## config.mk

```make
export PLATFORM = sky130hd
export DESIGN_NAME = divider
export DESIGN_NICKNAME = d
export VERILOG_FILES = /design/src/rtl/divider.sv
export SDC_FILE = /design/constraint.sdc
export NUM_CORES = 1
export LEC_CHECK = 0
export ABC_AREA = 1
export BUFFER_PORTS_ARGS = -buffer_cell sky130_fd_sc_hd__buf_2
export CORE_ASPECT_RATIO = 1.25
export CORE_UTILIZATION = 41
export DETAILED_ROUTE_END_ITERATION = 10
export GPL_ROUTABILITY_DRIVEN = 0
export SLEW_MARGIN = 20
export SYNTH_ARGS = -nofsm -noshare
export SYNTH_HDL_FRONTEND = slang
export SYNTH_SLANG_ARGS = --single-unit
```

## constraint.sdc

```tcl
create_clock -name clk -period 3.8 [get_ports clk]
set_input_delay 0.76 -clock clk [delete_from_list [all_inputs] [get_ports clk]]
set_output_delay 0.76 -clock clk [all_outputs]
set_load 0.05 [all_outputs]
```

## src/rtl/divider.sv

```systemverilog
// Multi-cycle 32-bit restoring divider: one quotient bit per step cycle,
// signed or unsigned chosen at elaboration, with load/step/hold select control.
//
// state | meaning
// IDLE  | after reset, no division loaded
// RUN   | iterations remain, advancing one bit per step cycle
// DONE  | result (or divide-by-zero answer) written, held until next load
module divider #(
   parameter logic SIGN = 1'b1
) (
   input  logic        clk,
   input  logic        reset,
   input  logic [31:0] dividend,
   input  logic [31:0] divisor,
   input  logic [1:0]  select,
   output logic [31:0] quotient,
   output logic [31:0] remainder,
   output logic        busy,
   output logic        done,
   output logic        div_zero
);

   typedef enum logic [1:0] {IDLE, RUN, DONE} state_t;

   state_t      state, state_n;
   logic [5:0]  bits;
   logic [32:0] r;
   logic [31:0] q;
   logic [32:0] d;
   logic        neg_q, neg_r;

   logic        load, step;
   logic [31:0] dividend_abs, divisor_abs;
   logic [32:0] r_sh, r_step;
   logic [31:0] q_step, q_res, r_res;

   assign load = (select == 2'b01);
   assign step = (select == 2'b10) && (state == RUN);

   always_comb begin
      state_n = state;
      if (load) begin
         state_n = (divisor == 32'd0) ? DONE : RUN;
      end else if (step && bits == 6'd1) begin
         state_n = DONE;
      end
   end

   always_comb begin
      dividend_abs = (SIGN && dividend[31]) ? -dividend : dividend;
      divisor_abs  = (SIGN && divisor[31])  ? -divisor  : divisor;
      // Q's top bit shifts into the partial remainder each iteration
      r_sh   = {r[31:0], q[31]};
      r_step = r_sh;
      q_step = {q[30:0], 1'b0};
      if (r_sh >= d) begin
         r_step    = r_sh - d;
         q_step[0] = 1'b1;
      end
      q_res = neg_q ? -q_step : q_step;
      r_res = neg_r ? -r_step[31:0] : r_step[31:0];
   end

   always_ff @(posedge clk) begin
      if (reset) begin
         state     <= IDLE;
         bits      <= 6'd0;
         r         <= 33'd0;
         q         <= 32'd0;
         d         <= 33'd0;
         neg_q     <= 1'b0;
         neg_r     <= 1'b0;
         quotient  <= 32'd0;
         remainder <= 32'd0;
         div_zero  <= 1'b0;
      end else begin
         state <= state_n;
         if (load) begin
            q     <= dividend_abs;
            d     <= {1'b0, divisor_abs};
            r     <= 33'd0;
            neg_q <= SIGN & (dividend[31] ^ divisor[31]);
            neg_r <= SIGN & dividend[31];
            bits  <= 6'd32;
            if (divisor == 32'd0) begin
               div_zero  <= 1'b1;
               quotient  <= 32'hFFFF_FFFF;
               remainder <= dividend;
            end else begin
               div_zero <= 1'b0;
            end
         end else if (step) begin
            r    <= r_step;
            q    <= q_step;
            bits <= bits - 6'd1;
            if (bits == 6'd1) begin
               quotient  <= q_res;
               remainder <= r_res;
            end
         end
      end
   end

   assign busy = (state == RUN);
   assign done = (state == DONE);

endmodule

```

Word-level counts from Yosys, hierarchy flattened --
Index checks and enable logic that the tools add are counted.
Cells by class: add/sub/neg operators 6, magnitude comparators 1, eq/ne operators 6, muxes and demuxes 22, bitwise logic cells 1, reductions and logical operators 8
Operators with widths (number):
- $mux W32 | 15
- $neg A32 Y32 | 4
- $ge A33 B32 Y1 | 1
- $logic_not A32 Y1 | 1
- $sub A32 B32 Y32 | 1
- $mux W6 | 2
- $eq A6 B1 Y1 const B | 1
- $mux W2 | 3
- $reduce_bool A2 Y1 | 3
- $sub A6 B1 Y6 const B | 1
- $eq A2 B1 Y1 const B | 2
- $eq A2 B2 Y1 const B | 2
- $reduce_and A3 Y1 | 1
- $logic_and A1 B1 Y1 | 2
- $mux W1 | 2
- $ne A2 B1 Y1 const B | 1
- $reduce_or A2 Y1 | 1
- $xor A1 B1 Y1 | 1
Word-level totals: bits in registers 171, output and inout bits 67, logic and storage cells 55

Depth between registers and ports, before layout --
Gate-level depths: netlist of run 1.
depth in word-level cells 7, gate-level depth with buffers 28

Least setup slack after synthesis of run 1 --
Ideal clock, no wire load.
path type reg2reg, from reg d[8], to reg quotient[26], library setup time 118 ps, data arrival time 3532 ps, required time 3682 ps, slack 150 ps, stages on the path, launching flop included 27, clock period less this slack 3650 ps, cell sequence dfxtp_1 -> inv_1 -> ha_1 -> nand2_2 -> inv_2 -> a21oi_2 -> nand3_2 -> nand2_1 -> nand2_2 -> nand2_4 -> nand2_8 -> inv_2 -> buf_2 -> ha_1 -> inv_1 -> nor3_1 -> inv_1 -> nor3_1 -> nand2_1 -> nor2_1 -> nand3_1 -> o21ai_0 -> o21ai_0 -> nand2_1 -> nand2_1 -> o221ai_1 -> inv_1
Between the ends: longest elaborated chain between the ends 7
Ends and longest elaborated chain:
- start: declaration | line 29 | logic [32:0] d;
- start signal: assignment | line 80 | d <= {1'b0, divisor_abs};
- $ge A33 B32 Y1 | line 56 | if (r_sh >= d) begin
- $mux W1 | line 56
- $neg A32 Y32 | line 60 | q_res = neg_q ? -q_step : q_step;
- $mux W32 | line 60
- $mux W32 | line 96 | if (bits == 6'd1) begin
- $mux W32 | line 92 | end else if (step) begin
- $mux W32 | line 78 | if (load) begin
- end signal: assignment | line 97 | quotient <= q_res;
- end: declaration | line 16 | output logic [31:0] quotient,
Every way passes these cells. The select of a mux whose other input is x is not followed. A chain may end at the register's enable or synchronous reset.

Worst setup path after layout of run 1 --
from reg d[20], to reg remainder[26]
Between the ends: longest elaborated chain between the ends 7, elaborated cells between the ends (all ways) 8, those cells by class 2 x add/sub; 1 x order compare; 5 x mux
Ends and longest elaborated chain:
- $sub A32 B32 Y32 or $ge A33 B32 Y1 (tied branches) | line 57, 56
- $mux W32 (*) | line 56
- $neg A32 Y32 | line 61 | r_res = neg_r ? -r_step[31:0] : r_step[31:0];
- $mux W32 (*) | line 61
- $mux W32 (*) | line 96
- $mux W32 (*) | line 92
- $mux W32 (*) | line 78
- end signal: assignment | line 88 | remainder <= dividend;
- end signal: assignment | line 98 | remainder <= r_res;
- end: declaration | line 17 | output logic [31:0] remainder,
Every way passes the cells marked *; elsewhere a longest branch is shown, timed or not. The select of a mux whose other input is x is not followed.

==> impl_metrics.toml, run 1 <==
[status]
status = "finished, final reports clean"

[die]
die_y_um = 198
num_io_pins = 135
rows = 71
dieArea_um2 = 31400
die_x_um = 159
core_area_um2 = 30100
initial_core_util_pct = 41.7

[yosys]
synth_top_family_by_area = "simple AND/OR/NAND/NOR gates"
ys_top_cells_by_area = "dfxtp_1, nand2_1, inv_1"
synthTopCellsByCount = "nand2_1, inv_1, nor2_1, dfxtp_1, nand3_1"
yosys_warnings = 0
synth_compound_area_share_pct = 20.6
synth_largest_area_cell = "dfxtp_1"
synthArstFlopShare_pct = 0
ys_seq_elements = 171
synthAdderAreaFrac_pct = 3.94
synth_top_area_share_pct = 27.2
seq_area_frac_synth_pct = 27.2
syn_nets = 2160
synth.most_common_cell = "nand2_1"
synth_enable_flop_cells = 0
synth_mux_area_share_pct = 0
yosys.cell_types.count = 60
postSynthAreaPerCell_um2 = 6.12
synth_area_um2 = 12600
synthXorXnorAreaFrac_pct = 2.02
yosys.area_share.simple_pct = 34.2
synth_ff_type = "dfxtp_1"
syn_inst = 2053

[clocking]
cts_max_path_buffers = 2
cts_made_buffers = 17
cts_root_buf = "clkbuf_16"
numClockSinks = 171
worstSkewPairLatency_ps = 450
path_clk_slew_ps = 70
cts_tree = "built"
postCtsSetupBuffers = 0
htreeDepth = 4
cts_hold_buf = 0

[placed_design]
place_area_um2 = 14100
io_buffers = 134
dp_hpwl_um = 33900

[sta]
relSlewSlack_pct = 41.7
fin_crit_sh_pct = 93.1
hold_violations = 0
rsz0062_at_grt = "yes"
setup_violations = 0
max_freq_ghz = 0.283
hold_ws_ps = 460
fin_skew_ps = 10.4
post-route-min-period_ps = 3540
slew_viol_final = 0
tightest_slew_ps = 874

[worst_setup_path]
cpMostUsedCell = "nand2_1"
critPathSlowestCell = "ha_1"
critPathRequiredTime_ps = 4110
worstPathArrival_ps = 3850
r2r_setup_slack_ps = 260
endpoint_kind = "register"
cp-start-kind = "register"
slowest_delay_ps = 340
timing.rr.start = "d[20]"
critPathMaxFanout = 21
worstSetupStartpoint = "d[20]"
path_class = "reg -> reg"

[global_route]
grt_overflow = 0
grt_max_degree = 60
grt_pass1_vias = 13218
antenna_found_initial = 0
grt_first_pass_wirelength_um = 68500
track_usage_pct = 28.4

[final_layout]
nets = 2318
n_fill_cell = 3173
area_growth_syn_to_layout_pct = 17.4
drive_above_1_share_pct = 15.1
post-route-cell-area_um2 = 14800
num_antenna_cells = 0

[pwr]
pwr-share-seq_pct = 31.0
internal_power_mw = 3.70
p_comb_share_pct = 40.1
power.density_nw_per_um2 = 429
power_switching_mw = 2.63
irDropWorstVdd_mv = 0.236
swShare_pct = 41.6
p_leak_nw = 7.35
clock_power_share_pct = 28.8

[worst_hold_path]
min_path_type = "reg -> reg"
hold_start = "d[30]"

[flow_run]
cap_violations = 0

[route]
drc = 0
viasPerCell = 5.34
firstDrtPassIters = 5
num_vias = 14005
ant_nets = 0
routedWlPerCell_um = 16.7
drt_iter0_drc = 1000
wl_um = 43800
==> cells in the final DEF (no fill, tap or decap), types with 35 or more instances in the layout <==
cell	netlist	final
nand2_1	470	469
inv_1	285	284
nor2_1	227	221
dfxtp_1	171	171
nand3_1	151	149
a21oi_1	146	145
o21ai_0	135	134
buf_2	11	134
buf_4	8	86
nor3_1	43	41
ha_1	38	38
o211ai_1	35	35
==> critical path, delay by kind of cell, from the launching register on <==
family                   cells  cell delay (ps)
adder cells (fa/ha/maj)      2              510
flip-flops                   1              310
AND/OR/NAND/NOR             18             1990
buffers and inverters        4              440
AO/OA/AOI/OAI                2              160
==> cell families (layout without fill, tap and decap cells) <==
logic type | count (synthesis) | after routing
compound gates | 441 | 441
xor+xnor | 29 | 29
fa+ha+maj | 39 | 39
buf+inv | 384 | 555
flops | 171 | 171
simple gates | 989 | 989
==> power groups by stage <==
stage	logic, mW	registers [mW]	clock network [mW]
after floorplan	1.56	2.13	0
after global placement	2.43	2.00	0
after detailed placement	2.45	2.01	0
after CTS	2.46	1.97	1.85
after global routing	2.79	1.98	1.92
final	2.54	1.97	1.83
==> per-layer routing <==
| layer | share of wire (%) | vias to the layer above | global-route usage [%] |
|---|---|---|---|
| met2 | 48 | 465 | 49.1 |
| li1 | - | 7109 | - |
| met4 | 5.4 | 0 | 16.0 |
| met1 | 42 | 6328 | 33.7 |
| met5 | 0 | - | 0 |
| met3 | 5.0 | 103 | 3.41 |
==> state kept, by name, summed over array words and instances, names as in the netlist, 2 cells and up <==
signal	flops
bits	6
d	32
q	32
quotient	32
r	32
remainder	32
state	2
==> through the flow <==
step	TNS, ps	power (mW)	util (%)	setup slack [ps]	instances
floorplan	0	3.69	-	150	2053
global placement	-44.5	4.44	46.7	-37.6	2592
detailed placement	-386	4.46	46.7	-117	2592
CTS	0	6.28	48.7	39.0	2624
global route	-7.06	6.69	49.0	-7.06	2625
finish	0	6.34	49.0	262	2625
==> timing repair <==
action	in CTS	in global routing
pin swaps	0	0
resized for setup	2	16
hold endpoints to repair	0	0
cloned	0	1
setup endpoints to repair	6	27
==> layout make-up <==
cell class | instances | area, um^2 | area share, %
clock inverter | 13 | 156 | 1.06
multi-input combinational | 1498 | 7700 | 52.2
inverter | 299 | 1120 | 7.61
sequential | 171 | 3420 | 23.2
clock buffer | 19 | 443 | 3.00
tap | 401 | 502 | 3.40
timing repair buffer | 224 | 1410 | 9.55
==> final timing paths <==
path                    to  depth (start not counted)
max          remainder[26]                         26
min                  d[30]                          2
max reg2reg  remainder[26]                         26
min reg2reg          d[30]                          2
Note: power is estimated with default switching activity, not from simulation.
==> inputs of run 2 (changes only) <==
--- a/config.mk
+++ b/config.mk
@@ -7,10 +7,13 @@
 export LEC_CHECK = 0
 export ABC_AREA = 1
 export BUFFER_PORTS_ARGS = -buffer_cell sky130_fd_sc_hd__buf_2
+export CELL_PAD_IN_SITES_DETAIL_PLACEMENT = 1
+export CELL_PAD_IN_SITES_GLOBAL_PLACEMENT = 2
 export CORE_ASPECT_RATIO = 1.25
-export CORE_UTILIZATION = 41
+export CORE_UTILIZATION = 29
 export DETAILED_ROUTE_END_ITERATION = 10
 export GPL_ROUTABILITY_DRIVEN = 0
+export PLACE_DENSITY_LB_ADDON = 0.1
 export SLEW_MARGIN = 20
 export SYNTH_ARGS = -nofsm -noshare
 export SYNTH_HDL_FRONTEND = slang
==> run 2 against run 1 <==
  * Maximum frequency shrank 1.2%
  * Worst hold slack better by 5.5 ps
  * Non-clock buffer count is 131 higher
  * Sequential power is essentially flat
  * Die area is 41% higher
  * Wire length up 34%
  * Combinational power is 19% higher
  * Global-route usage down 1.6 points
  * First-iteration DRC count shrank 41%
  * Clock power grew 5%
  * Critical path depth did not move
  * Largest cell class unchanged
==> impl_metrics.toml, run 2 (synthesis results as in run 1) <==
[final_layout]
nets = 2449
multi_input_area_um2 = 7800
utilization_pct = 37.9
most-common-layout-cells = "nand2_1, inv_1, nor2_1"
n_fill_cell = 5623
area_growth_syn_to_layout_pct = 28.0
num_antenna_cells = 0
post-route-cell-area_um2 = 16100
drive_above_1_share_pct = 20.5
seq_area_um2 = 3420
mostFrequentLayoutCell = "nand2_1"

[clocking]
cts_tree = "built"
numClockSinks = 171
cts_max_path_buffers = 2
path_clk_slew_ps = 70
cts_made_buffers = 17
cts_root_buf = "clkbuf_16"
cts_hold_buf = 0
htreeDepth = 4
worstSkewPairLatency_ps = 480

[status]
status = "finished, final reports clean"

[worst_setup_path]
critPathSlowestCell = "ha_2"
critPathRequiredTime_ps = 4150
cp-start-kind = "register"
slowest_delay_ps = 340
worstPathArrival_ps = 3930
cp_top_family = "simple AND/OR/NAND/NOR gates"
path_class = "reg -> reg"
critPathBufInv = 6
ff2ff_path_depth = 26
critPathMaxFanout = 4
cpMostUsedCell = "nand2_1"
endpoint_kind = "register"
cp_num_cells = 26

[route]
viasPerCell = 5.12
firstDrtPassIters = 5
wl_um = 58800
ant_nets = 0
routedWlPerCell_um = 20.2
num_vias = 14920
drt_iter0_drc = 589
drc = 0

[global_route]
antenna_found_initial = 0
grt_max_degree = 67
grt_overflow = 0
grt_first_pass_wirelength_um = 90200
grt_pass1_vias = 15475
track_usage_pct = 26.8

[pwr]
irDropWorstVdd_mv = 0.388
p_leak_nw = 8.01
power_mw = 6.93
power.density_nw_per_um2 = 431

[die]
die_y_um = 235
die_x_um = 188
dieArea_um2 = 44200
core_area_um2 = 42500
rows = 84
initial_core_util_pct = 29.6
num_io_pins = 135

[sta]
relSlewSlack_pct = 31.6
setup_tns_ps = 0
tightest_slew_ps = 1020
fin_crit_sh_pct = 94.2
fin_skew_ps = 7.80
max_freq_ghz = 0.279
hold_ws_ps = 466
slew_viol_final = 0
setup_violations = 0
hold_violations = 0
post-route-min-period_ps = 3580
rsz0062_at_grt = "yes"

[flow_run]
cap_violations = 0

[worst_hold_path]
hold_depth = 2
min_path_type = "reg -> reg"

[placed_design]
dp_hpwl_um = 47900
place_area_um2 = 15300
io_buffers = 134
## run 2: cell types whose count changed in the layout (fill, tap and decap cells not counted), moves of 3 or more
cell     before  now
buf_12        2    5
buf_4        86  214
ha_1         38   34
nand2_1     469  466
nand2_2      20   23
nor2_1      221  218
nor2_4        5    8
o21ai_0     134  129
o21ai_1      12   16
## run 2: worst min-delay path, delay by kind of cell (launching register included)
| family | cells | cell delay (ps) |
|---|---|---|
| compound gates | 1 | 50 |
| flops | 1 | 310 |
| simple gates | 1 | 60 |
## run 2: worst paths after layout
| path | to | slack, ps | startpoint |
|---|---|---|---|
| worst min register to register | quotient[17] | 470 | quotient[17] |
| worst min-delay path | quotient[17] | 470 | quotient[17] |
| worst max register to register | quotient[18] | 220 | d[8] |
| worst max-delay path | quotient[18] | 220 | d[8] |
## run 2: through the flow
| step | setup slack (ps) | cells |
|---|---|---|
| final | 220 | 2914 |
| after global placement | -312 | 2880 |
| after global routing | -27.6 | 2914 |
| after floorplan | 150 | 2053 |
| after detailed placement | -372 | 2880 |
| after CTS | 9.54 | 2912 |
## run 2: metal layers
metal,GRT usage (%),part of all wire [%],vias up
li1,-,-,7363
met1,29.6,40,7188
met2,49.4,52,271
met3,3.44,2.6,98
met4,14.1,5.4,0
met5,0,0,-
## run 2: area by class of cell
class                   instances  share of cell area [%]
multi-input cells            1498                    48.4
repair buffers                355                    15.1
well taps                     559                    4.35
clock inverters                13                    1.10
inverters                     299                    6.97
flip-flops and latches        171                    21.3
clock buffers                  19                    2.75
## run 2: timing repair
action	in CTS	in global routing
gates resized for setup	9	34
buffers inserted	0	1
endpoints found under the setup margin	29	31
pin swaps	0	6
gates cloned	0	1
## run 2: where the power goes
group / internal, mW / total, mW / switching, mW
sequential: 1.89 / 1.97 / 0.0793
combinational: 1.07 / 3.03 / 1.96
clock: 1.07 / 1.93 / 0.866
total: 4.03 / 6.93 / 2.90
